--- src/rtl/bp_pkg.sv ---
// Shared types and helpers for the branch counter table controller.
// Counters are 2-bit saturating; update entries carry index and outcome.
package bp_pkg;

  typedef logic [1:0] bp_ctr_t;

  localparam bp_ctr_t CTR_MAX = 2'd3;
  localparam bp_ctr_t CTR_MIN = 2'd0;

  // Widest index any legal IDX_BITS can need (pc[31:2]).
  localparam int IDX_W_MAX = 30;

  typedef enum logic [1:0] {
    INIT,
    IDLE,
    RMW
  } bp_state_e;

  typedef struct packed {
    logic [IDX_W_MAX-1:0] idx;
    logic                 taken;
  } bp_upd_t;

  function automatic bp_ctr_t bp_sat_upd(
    input bp_ctr_t c,
    input logic    taken
  );
    bp_ctr_t r;
    r = c;
    if (taken && (c != CTR_MAX)) begin
      r = c + 2'd1;
    end else if (!taken && (c != CTR_MIN)) begin
      r = c - 2'd1;
    end
    return r;
  endfunction

endpackage

--- src/rtl/bp_upd_fifo.sv ---
// Small synchronous FIFO of pending counter updates.
// Push and pop may both take effect in the same cycle.
module bp_upd_fifo
  import bp_pkg::*;
#(
  parameter int DEPTH = 4
) (
  input  logic    clk,
  input  logic    rst_n,
  input  logic    push_i,
  input  logic    pop_i,
  input  bp_upd_t din_i,
  output bp_upd_t head_o,
  output logic    full_o,
  output logic    empty_o
);

  localparam int PW = $clog2(DEPTH);

  bp_upd_t       mem_q [DEPTH];
  logic [PW-1:0] wr_q;
  logic [PW-1:0] rd_q;
  logic [PW:0]   cnt_q;
  logic          do_push;
  logic          do_pop;

  assign full_o  = (cnt_q == (PW+1)'(DEPTH));
  assign empty_o = (cnt_q == '0);
  assign do_push = push_i && !full_o;
  assign do_pop  = pop_i && !empty_o;
  assign head_o  = mem_q[rd_q];

  // DEPTH is a power of two, so pointers wrap by overflow.
  always_ff @(posedge clk or negedge rst_n) begin
    if (!rst_n) begin
      wr_q  <= '0;
      rd_q  <= '0;
      cnt_q <= '0;
      for (int i = 0; i < DEPTH; i++) begin
        mem_q[i] <= '0;
      end
    end else begin
      if (do_push) begin
        mem_q[wr_q] <= din_i;
        wr_q        <= wr_q + PW'(1);
      end
      if (do_pop) begin
        rd_q <= rd_q + PW'(1);
      end
      unique case ({do_push, do_pop})
        2'b10:   cnt_q <= cnt_q + (PW+1)'(1);
        2'b01:   cnt_q <= cnt_q - (PW+1)'(1);
        default: cnt_q <= cnt_q;
      endcase
    end
  end

endmodule

--- src/rtl/bp_table_ctrl.sv ---
// Counter table sequencer: init sweep, lookups, read-modify-write updates.
// Define BP_GSHARE_EN to XOR a global history register into the index.
module bp_table_ctrl
  import bp_pkg::*;
#(
  parameter int      IDX_BITS  = 10,
  parameter int      UPD_DEPTH = 4,
  parameter bp_ctr_t INIT_VAL  = 2'b01
) (
  input  logic                clk,
  input  logic                rst_n,
  input  logic                pred_req_valid,
  input  logic [31:0]         pred_req_pc,
  output logic                pred_req_ready,
  output logic                pred_resp_valid,
  output logic                pred_resp_taken,
  input  logic                upd_valid,
  input  logic [31:0]         upd_pc,
  input  logic                upd_taken,
  output logic                upd_ready,
  output logic                init_done,
  output logic                tbl_en,
  output logic                tbl_we,
  output logic [IDX_BITS-1:0] tbl_idx,
  output logic [1:0]          tbl_wdata,
  input  logic [1:0]          tbl_rdata
);

  bp_state_e           state_q, state_d;
  logic [IDX_BITS-1:0] init_cnt_q, init_cnt_d;
  logic                init_done_q, init_done_d;
  logic                resp_vld_q;

  logic [IDX_BITS-1:0] pred_idx;
  logic [IDX_BITS-1:0] upd_idx;
  logic [IDX_BITS-1:0] head_idx;
  bp_upd_t             push_data;
  bp_upd_t             head;
  logic                push, pop;
  logic                full, empty;
  logic                lk_go;

  logic                en_d, we_d;
  logic [IDX_BITS-1:0] idx_d;
  bp_ctr_t             wdata_d;

`ifdef BP_GSHARE_EN
  logic [IDX_BITS-1:0] ghr_q;

  always_ff @(posedge clk or negedge rst_n) begin
    if (!rst_n) begin
      ghr_q <= '0;
    end else if (push) begin
      ghr_q <= {ghr_q[IDX_BITS-2:0], upd_taken};
    end
  end

  assign pred_idx = pred_req_pc[IDX_BITS+1:2] ^ ghr_q;
  assign upd_idx  = upd_pc[IDX_BITS+1:2] ^ ghr_q;
`else
  assign pred_idx = pred_req_pc[IDX_BITS+1:2];
  assign upd_idx  = upd_pc[IDX_BITS+1:2];
`endif

  logic unused_bits;
  assign unused_bits = ^{pred_req_pc[31:IDX_BITS+2],
                         pred_req_pc[1:0],
                         upd_pc[31:IDX_BITS+2],
                         upd_pc[1:0],
                         head.idx[IDX_W_MAX-1:IDX_BITS]};

  assign push      = upd_valid && !full;
  assign upd_ready = !full;
  assign push_data = '{idx: IDX_W_MAX'(upd_idx),
                       taken: upd_taken};
  assign head_idx  = head.idx[IDX_BITS-1:0];

  bp_upd_fifo #(
    .DEPTH (UPD_DEPTH)
  ) u_fifo (
    .clk     (clk),
    .rst_n   (rst_n),
    .push_i  (push),
    .pop_i   (pop),
    .din_i   (push_data),
    .head_o  (head),
    .full_o  (full),
    .empty_o (empty)
  );

  always_comb begin
    state_d        = state_q;
    init_cnt_d     = init_cnt_q;
    init_done_d    = init_done_q;
    en_d           = 1'b0;
    we_d           = 1'b0;
    idx_d          = '0;
    wdata_d        = '0;
    pop            = 1'b0;
    lk_go          = 1'b0;
    pred_req_ready = 1'b0;
    unique case (state_q)
      INIT: begin
        en_d       = 1'b1;
        we_d       = 1'b1;
        idx_d      = init_cnt_q;
        wdata_d    = INIT_VAL;
        init_cnt_d = init_cnt_q + IDX_BITS'(1);
        if (init_cnt_q == '1) begin
          state_d     = IDLE;
          init_done_d = 1'b1;
        end
      end
      IDLE: begin
        // A full FIFO locks out lookups so updates drain.
        pred_req_ready = !full;
        if (pred_req_valid && !full) begin
          lk_go = 1'b1;
          en_d  = 1'b1;
          idx_d = pred_idx;
        end else if (!empty) begin
          en_d    = 1'b1;
          idx_d   = head_idx;
          state_d = RMW;
        end
      end
      RMW: begin
        en_d    = 1'b1;
        we_d    = 1'b1;
        idx_d   = head_idx;
        wdata_d = bp_sat_upd(tbl_rdata, head.taken);
        pop     = 1'b1;
        state_d = IDLE;
      end
      default: state_d = INIT;
    endcase
  end

  always_ff @(posedge clk or negedge rst_n) begin
    if (!rst_n) begin
      state_q     <= INIT;
      init_cnt_q  <= '0;
      init_done_q <= 1'b0;
      resp_vld_q  <= 1'b0;
    end else begin
      state_q     <= state_d;
      init_cnt_q  <= init_cnt_d;
      init_done_q <= init_done_d;
      resp_vld_q  <= lk_go;
    end
  end

  // Port held idle while reset is asserted.
  assign tbl_en    = rst_n ? en_d : 1'b0;
  assign tbl_we    = rst_n ? we_d : 1'b0;
  assign tbl_idx   = rst_n ? idx_d : '0;
  assign tbl_wdata = rst_n ? wdata_d : '0;

  assign pred_resp_valid = resp_vld_q;
  assign pred_resp_taken = resp_vld_q & tbl_rdata[1];
  assign init_done       = init_done_q;

endmodule

--- config.mk ---
export PLATFORM = sky130hd
export DESIGN_NAME = bp_table_ctrl
export DESIGN_NICKNAME = d
export VERILOG_FILES = /design/src/rtl/bp_pkg.sv /design/src/rtl/bp_upd_fifo.sv /design/src/rtl/bp_table_ctrl.sv
export SDC_FILE = /design/constraint.sdc
export NUM_CORES = 1
export LEC_CHECK = 0
export ABC_AREA = 1
export CORE_ASPECT_RATIO = 0.9
export CORE_UTILIZATION = 50
export CTS_CLUSTER_DIAMETER = 60
export DETAILED_ROUTE_END_ITERATION = 12
export DONT_BUFFER_PORTS = 1
export GPL_ROUTABILITY_DRIVEN = 0
export GPL_TIMING_DRIVEN = 0
export PLACE_DENSITY_LB_ADDON = 0.15
export SETUP_SLACK_MARGIN = 0.4
export SYNTH_ARGS = -nofsm -noshare
export SYNTH_HDL_FRONTEND = slang
export SYNTH_SLANG_ARGS = --single-unit
--- constraint.sdc ---
create_clock -name clk -period 3.2 [get_ports clk]
set_clock_uncertainty 0.1 [all_clocks]
set_input_delay 0.48 -clock clk [delete_from_list [all_inputs] [get_ports clk]]
set_output_delay 0.48 -clock clk [all_outputs]
set_load 0.05 [all_outputs]
# Word-level counts from Yosys, hierarchy flattened
# Index checks and enable logic that the tools add are counted.
# W data, S select, Z words.
# classes
reduce_logical	17
n_shift	0
n_mul	0
muxes	29
n_addsub	7
n_lt_le_gt_ge	3
div_mod_pow	0
eq_ne	10
bitwise_logic	3
# ops
op	count
$bwmux W124	1
$bmux W31 S2	1
$demux W31 S2	1
$mux W31	1
$mux W10	3
$pmux W10 S3	1
$mux W11	2
$mux W2	6
$add A10 B1 Y10 const B	1
$eq A10 B10 Y1 const B	1
$mux W1	9
$ne A2 B2 Y1 const B	4
$logic_and A1 B1 Y1	7
$add A2 B1 Y2 const B	3
$ge A3 B3 Y1 const B	2
$not A2 Y3	2
$pmux W2 S3	1
$pmux W3 S2	1
$eq A2 B1 Y1 const B	2
$eq A2 B2 Y1 const B	2
$pmux W2 S2	1
$reduce_bool A2 Y1	2
$add A3 B1 Y3 const B	1
$eq A3 B3 Y1 const B	1
other kinds (11)	13
# word_totals
wordCells	84
regBits	145
ram_bits	0
latchBits	0
output_inout_bits	19
memories	0
rom_bits	0

# Logic depth before layout (Yosys ltp)
# Gate-level depths: netlist of run 1.
# depth
word_depth	10
ltp_mapped	10
mapped_depth_nobuf	10

# Modules after synthesis
# Synthesis of run 1 repeated with hierarchy kept, for this count alone.
# hier_totals
cells_unflattened	1045
hier_area_um2	7890.1
# by_module_without_submodules
mod	instances	seq_area_each_um2	cells_per_inst	area_each_um2
bp_upd_fifo	1	3278.1	812	6521.3
bp_table_ctrl	1	350.3	233	1368.8

# Worst setup path before layout of run 1
# Ideal clock, no wire load.
# synth_path
kind	register to output
start	register u_fifo.cnt_q[1]
end	output port tbl_idx[9]
arrival_time_ns	1.796
path_slack_ns	0.824
stages_incl_launch_ff	8
t_required_ns	2.620
n_path_buf	0
cell_sequence	dfrtp_1 nor2_4 nand2_4 inv_2 nor2_1 o21ai_4 a21oi_1 nor2_1
# synth_via
elab_chain_cells	6
# synth_rtl
item	line_no	text
from (decl)	bp_upd_fifo.sv:23	logic [PW:0] cnt_q;
from (signal assigned)	bp_upd_fifo.sv:51	2'b10: cnt_q <= cnt_q + (PW+1)'(1);
from (signal assigned)	bp_upd_fifo.sv:52	2'b01: cnt_q <= cnt_q - (PW+1)'(1);
from (signal assigned)	bp_upd_fifo.sv:53	default: cnt_q <= cnt_q;
$eq A3 B3 Y1	bp_upd_fifo.sv:27	assign full_o = (cnt_q == (PW+1)'(DEPTH));
$logic_not A1 Y1	-	
net upd_ready	bp_table_ctrl.sv:20	output logic upd_ready,
$logic_and A1 B1 Y1	bp_table_ctrl.sv:117	if (pred_req_valid && !full) begin
$mux W10	bp_table_ctrl.sv:117	
$pmux W10 S3	bp_table_ctrl.sv:102	unique case (state_q)
$mux W10	bp_table_ctrl.sv:156	assign tbl_idx = rst_n ? idx_d : '0;
to (decl)	bp_table_ctrl.sv:24	output logic [IDX_BITS-1:0] tbl_idx,
# The timed path passes the listed nets, and every way through them passes these cells.

# Worst setup path after layout of run 1
# layout_path
start	register u_fifo.cnt_q[1]
end	output port tbl_idx[1]
# The elaborated chain is that of the path after synthesis.

==> results of run 1 <==
## sequential cells by signal, indices dropped and copies added (netlist names)
name and flops:
u_fifo.wr_q 2, u_fifo.rd_q 2, init_cnt_q 10, u_fifo.cnt_q 3, u_fifo.mem_q 44, pred_resp_valid 1
state_q 2, init_done 1
## critical path, cell delays in order (launching register included)
cell and delay [ns]:
dfrtp_1 0.43, nor2_4 0.17, nand2_4 0.16, inv_2 0.10
nor2_1 0.08, o21ai_4 0.29, a21oi_1 0.16, nor2_4 0.31
## worst max-delay path by stage
| stage | to | slack [ns] |
|---|---|---|
| finish | tbl_idx[1] | 0.56 |
| global route | tbl_wdata[0] | 0.44 |
| CTS | tbl_idx[0] | 0.43 |
| detailed placement | tbl_idx[9] | 0.64 |
| global placement | tbl_idx[9] | 0.65 |
| floorplan | tbl_idx[9] | 0.82 |
## final cells by class
cell class                      count  area share (%)
Buffer                             17           2.678
Clock buffer                        9           3.273
Clock inverter                      7           1.884
Inverter                           38           3.835
Multi-Input combinational cell    284           41.39
Sequential cell                    65           42.98
Tap cell                           90           2.975
Timing Repair Buffer                2          0.9917
## per-layer routing
layer	global-route usage, %	share of wire, %	up-vias
met5	0	0	-
met4	7.097	1.5	0
met3	7.811	6.6	11
met2	41.69	47	78
met1	35.06	45	1302
li1	-	-	1318
## Yosys cell counts
library cell,number
o22ai_1,10
dfrtp_1,65
nand2_4,3
buf_12,1
o21ai_0,60
o21ai_4,1
o21ai_1,10
buf_4,1
nor3_2,1
o211ai_1,1
inv_1,36
fa_1,1
nor2_1,35
nand2_2,15
a22oi_1,1
ha_1,8
nand3_1,8
xnor2_1,6
inv_2,1
nand2_1,87
inv_4,1
xor2_1,8
a21oi_1,13
nor3b_1,2
nor2_4,4
clkbuf_1,1
nor2_2,9
o21bai_1,1
buf_2,14
## power by group
group          switching, mW  leakage (nW)  total, mW  internal [mW]
clock network          0.332        0.0912      0.689          0.358
registers              0.270         0.817       1.45           1.18
logic                   1.31         0.895       1.90          0.584
total                   1.92          1.80       4.04           2.12
## stage by stage
stage          std cells  power (mW)
6_report             512       4.040
5_1_grt              512       4.369
4_1_cts              512       3.996
3_5_place_dp         494       3.268
3_3_place_gp         494       3.211
2_1_floorplan        404       2.842
## kinds of logic (layout without fill, tap and decap cells)
group | after synthesis | in the layout | synth area share, %
flops | 65 | 65 | 48.06
compound gates | 97 | 97 | 15.27
fa+ha+maj | 9 | 9 | 3.549
buf+inv | 55 | 73 | 7.283
simple gates | 164 | 164 | 22.22
xor+xnor | 14 | 14 | 3.623
## what timing repair did
| item | 4_1_cts | 5_1_grt |
|---|---|---|
| setup buffers | 0 | 0 |
| hold buffers | 2 | 0 |
| resized for setup | 1 | 11 |
| endpoints found under the setup margin | 1 | 11 |
| hold endpoints to repair | 65 | 0 |
==> run_results.csv, run 1 <==
group,metric,value,unit
status,status,"completed",
sta,drv_slew,0,
clock_network,cts_sinks,65,
global_routing,grt_max_degree,66,
routing,viasPerCell,5.291,
global_routing,grt_usage,26.29,%
clock_network,cts_buffers,9,
sta,fin_ws,0.5610,ns
placement,place_ws,0.6369,ns
logic_synthesis,yosys-top-cells-area,"dfrtp_1 (48%), nand2_1 (9.6%), o21ai_0 (8.9%), inv_1 (4.0%), nor2_1 (3.9%)",
power_and_ir_drop,irDropWorstVdd,0.4352,mV
sta,rsz0062_at_grt,"false",
logic_synthesis,post_synth_num_cell_types,29,
sta,final.setup.tns,0,ns
logic_synthesis,synth.top_cell.area_share,48.06,%
layout,diodes,0,
logic_synthesis,synth-seq-area-share,48.06,%
global_routing,antenna_found_initial,0,
layout,final_cell_area,3785,um^2
routing,wirelength,8.247,mm
routing,via_count,2709,
critical_path,path_max_fanout,10,
clock_network,cts_tree,"built",
routing,antenna_left,0,
sta,setup_violations,0,
sta,finalHoldViolCount,0,
die,core,6551,um^2
logic_synthesis,syn-cell-area,3384,um^2
global_routing,grt_pass1_vias,2649,
critical_path,path_class,"register to output pin",
critical_path,crit_required,2.62,ns
critical_path,cp.arrival,2.06,ns
logic_synthesis,syn_inst,404,
die,num_rows,28,
layout,layout_common_cells,"nand2_1 (87), dfrtp_1 (65), o21ai_0 (60)",
critical_path,rr_startpoint,"state_q[1]",
layout,area_growth_syn_to_layout,11.83,%
power_and_ir_drop,power.leakage,1.804,nW
logic_synthesis,syn_area_per_cell,8.377,um^2
die,fp.dieW,88.73,um
clock_network,clockBufferDepth,2,
die,start_util,51.66,%
clock_network,clk_latency,0.35,ns
placement,dp_hpwl,5.560,mm
sta,max_freq,0.3789,GHz
routing,drt_drc_violations_left,0,
layout,multi_input_area,1567,um^2
critical_path,r2r_cells,10,
logic_synthesis,yosys_warnings,0,
clock_network,clk_pin_slew,0.08,ns
global_routing,grt-ovfl-total,0,
critical_path,rrSetupSlack,0.98,ns
layout,final_util,57.77,%
layout,layout-drive-gt1-share,16.59,%
placement,io_buffers,0,
placement,placed_area,3497,um^2
critical_path,r2r_end,"u_fifo.cnt_q[2]",
clock_network,htreeDepth,3,
logic_synthesis,synth_largest_area_cell,"dfrtp_1",
routing,first_pass_iters,4,
critical_path,crit_start,"u_fifo.cnt_q[1]",
routing,post_drt_wl_per_cell,16.11,um
hold_path,hold_path.class,"input port to register",
layout,final_common_cell,"nand2_1",
sta,fin_crit,2.639,ns
die,die_h,80.05,um
critical_path,end_kind,"output pin",
sta,whs,0.2252,ns
logic_synthesis,ys_seq_elements,65,
hold_path,whs_path_depth,2,
power_and_ir_drop,power_density,1067,nW/um^2
flow_run,maxCapViolations,0,
critical_path,cp-start-kind,"register",
global_routing,grt_pass1_wl,13.46,mm
layout,fin_nets,497,
clock_network,cts-root-buf,"clkbuf_8",
hold_path,hp-start,"upd_valid",
routing,drt_iter0_markers,206,
sta,worst_pin_slew,1.042,ns
layout,fillers,635,
layout,layout.area.seq,1627,um^2
logic_synthesis,syn_nets,484,
hold_path,min_to,"u_fifo.wr_q[0]",
sta,max_slew_margin,30.74,%
die,die-area,7102,um^2
die,io_pins,90,
sta,period_share,82.47,%
Note: power is estimated with default switching activity, not from simulation.
==> run 2, diff against run 1 <==
==> constraint.sdc (replaced) <==
create_clock -name clk -period 2.6 [get_ports clk]
set_clock_uncertainty 0.1 [all_clocks]
set_input_delay 0.39 -clock clk [delete_from_list [all_inputs] [get_ports clk]]
set_output_delay 0.39 -clock clk [all_outputs]
set_load 0.05 [all_outputs]
==> run_results.csv, run 2 (synthesized netlist as in run 1, its figures left out) <==
group,metric,value,unit
status,status,"completed",
clock_network,cts_buffers,9,
global_routing,grt-ovfl-total,0,
sta,max_slew_margin,58.75,%
power_and_ir_drop,p_sw_share,45.61,%
layout,final_cell_area,4026,um^2
routing,antenna_left,0,
power_and_ir_drop,p_seq_share,33.3,%
critical_path,path_class,"register to output pin",
global_routing,grt_pass1_vias,2719,
critical_path,cp.arrival,1.95,ns
clock_network,clk_latency,0.34,ns
routing,post_drt_wl_per_cell,15.98,um
power_and_ir_drop,intPower,2.958,mW
critical_path,cp-endpoint,"tbl_idx[8]",
critical_path,crit_start,"u_fifo.cnt_q[1]",
die,fp.dieW,88.73,um
global_routing,grt_max_degree,66,
layout,final_common_cell,"nand2_1",
die,start_util,51.66,%
routing,wirelength,8.309,mm
layout,diodes,0,
flow_run,maxCapViolations,0,
die,num_rows,28,
sta,fin_crit,2.437,ns
critical_path,r2r_end,"u_fifo.cnt_q[2]",
sta,setup_violations,0,
critical_path,cp_common_cell,"nor2_4",
power_and_ir_drop,p_switching,2.481,mW
layout,fin_nets,505,
sta,period_share,93.72,%
power_and_ir_drop,irDropWorstVdd,0.5589,mV
layout,largest_register,"u_fifo.mem_q",
clock_network,cts_sinks,65,
sta,drv_slew,0,
layout,layout.area.seq,1630,um^2
global_routing,grt_pass1_wl,13.54,mm
sta,finalHoldViolCount,0,
routing,via_count,2738,
layout,layout_common_cells,"nand2_1 (82), dfrtp_1 (62), o21ai_0 (60)",
critical_path,rrSetupSlack,0.45,ns
critical_path,slowest_delay,0.44,ns
layout,fillers,593,
routing,viasPerCell,5.265,
placement,io_buffers,0,
critical_path,path_cells,"nor2_4 > nand2_8 > inv_4 > nor2_2 > o21ai_4 > buf_6 > a21oi_2 > nor2_4",
die,die_h,80.05,um
hold_path,hold_path.class,"input port to register",
power_and_ir_drop,power.leakage,1.881,nW
layout,area_growth_syn_to_layout,18.96,%
clock_network,cts-root-buf,"clkbuf_8",
clock_network,cts_tree,"built",
sta,worst_pin_slew,0.6191,ns
critical_path,crit_path_top_delay_cell,"dfrtp_1",
layout,layout-drive-gt1-share,24.65,%
global_routing,grt_usage,26.28,%
placement,dp_hpwl,5.496,mm
sta,max_freq,0.4104,GHz
critical_path,crit_required,2.11,ns
routing,drt_drc_violations_left,0,
critical_path,rr_startpoint,"state_q[0]",
critical_path,r2r_cells,9,
layout,multi_input_area,1682,um^2
die,die-area,7102,um^2
critical_path,end_kind,"output pin",
layout,top_regs,"u_fifo.mem_q (44), init_cnt_q (10), u_fifo.cnt_q (3)",
sta,final.setup.tns,0,ns
global_routing,antenna_found_initial,0,
critical_path,path_max_fanout,4,
power_and_ir_drop,power_density,1351,nW/um^2
clock_network,clockBufferDepth,2,
clock_network,clk_pin_slew,0.07,ns
placement,placed_area,3500,um^2
routing,drt_iter0_markers,213,
routing,first_pass_iters,4,
clock_network,htreeDepth,3,
layout,largest_reg_flops,44,
die,core,6551,um^2
sta,rsz0062_at_grt,"true",
power_and_ir_drop,comb_power_share,48.9,%
die,io_pins,90,
critical_path,cp-start-kind,"register",
power_and_ir_drop,clkPwrFrac,17.8,%
==> run 2: power by group through the flow <==
| stage | registers, mW | logic, mW | clock network, mW |
|---|---|---|---|
| 2_1_floorplan | 1.72 | 1.78 | 0 |
| 3_3_place_gp | 1.78 | 2.18 | 0 |
| 3_5_place_dp | 1.80 | 2.22 | 0 |
| 4_1_cts | 1.79 | 2.62 | 0.989 |
| 5_1_grt | 1.86 | 2.94 | 1.03 |
| 6_report | 1.81 | 2.66 | 0.970 |
==> run 2: worst min-delay path by stage <==
stage | from | endpoint | slack (ns) | cells after the start
after floorplan | rst_n | init_cnt_q[0] | -0.006 | 0
after global placement | rst_n | u_fifo.cnt_q[1] | -0.004 | 0
after detailed placement | rst_n | u_fifo.cnt_q[0] | -0.004 | 0
after CTS | upd_valid | u_fifo.wr_q[0] | 0.13 | 2
after global routing | upd_valid | u_fifo.wr_q[0] | 0.13 | 2
final | upd_valid | u_fifo.wr_q[0] | 0.14 | 2
==> run 2: repair_timing <==
item / in CTS / in global routing
setup buffers: 7 / 1
hold buffers: 2 / 0
pin swaps: 18 / 14
endpoints found under the setup margin: 15 / 14
gates cloned: 0 / 0
gates resized for setup: 47 / 9
hold endpoints to repair: 65 / 0
==> run 2: metrics by stage <==
stage	util, %	hold WS (ns)	power, mW	setup WS, ns	instances
after detailed placement	53.42	-0.004135	4.016	0.2983	494
after global placement	53.42	-0.003941	3.958	0.3273	494
after global routing	61.46	0.1301	5.833	0.1058	520
final	61.46	0.1370	5.439	0.1632	520
after CTS	60.91	0.1315	5.398	0.1783	519
after floorplan	-	-0.005591	3.500	0.4857	404
==> run 2: final cells by class <==
| class | count | share of cell area [%] |
|---|---|---|
| inverters | 38 | 3.822 |
| repair buffers | 10 | 2.610 |
| multi-input cells | 284 | 41.77 |
| clock inverters | 2 | 1.492 |
| clock buffers | 14 | 4.040 |
| flip-flops and latches | 65 | 40.49 |
| plain buffers | 17 | 2.983 |
| well taps | 90 | 2.797 |
==> run 2: critical path, delay by kind of cell, from the launching register on <==
kind	cells	cell delay [ns]
buf+inv	2	0.24
simple gates	4	0.67
flops	1	0.44
compound gates	2	0.25
==> run 2: metal layers <==
layer	routed length (um)	vias up	part of all wire, %	track usage (%)
met5	0	-	0	0
met4	191	0	2.3	9.194
met3	467	16	5.6	5.653
met2	3794	72	46	40.31
met1	3855	1314	46	36.76
li1	-	1336	-	-
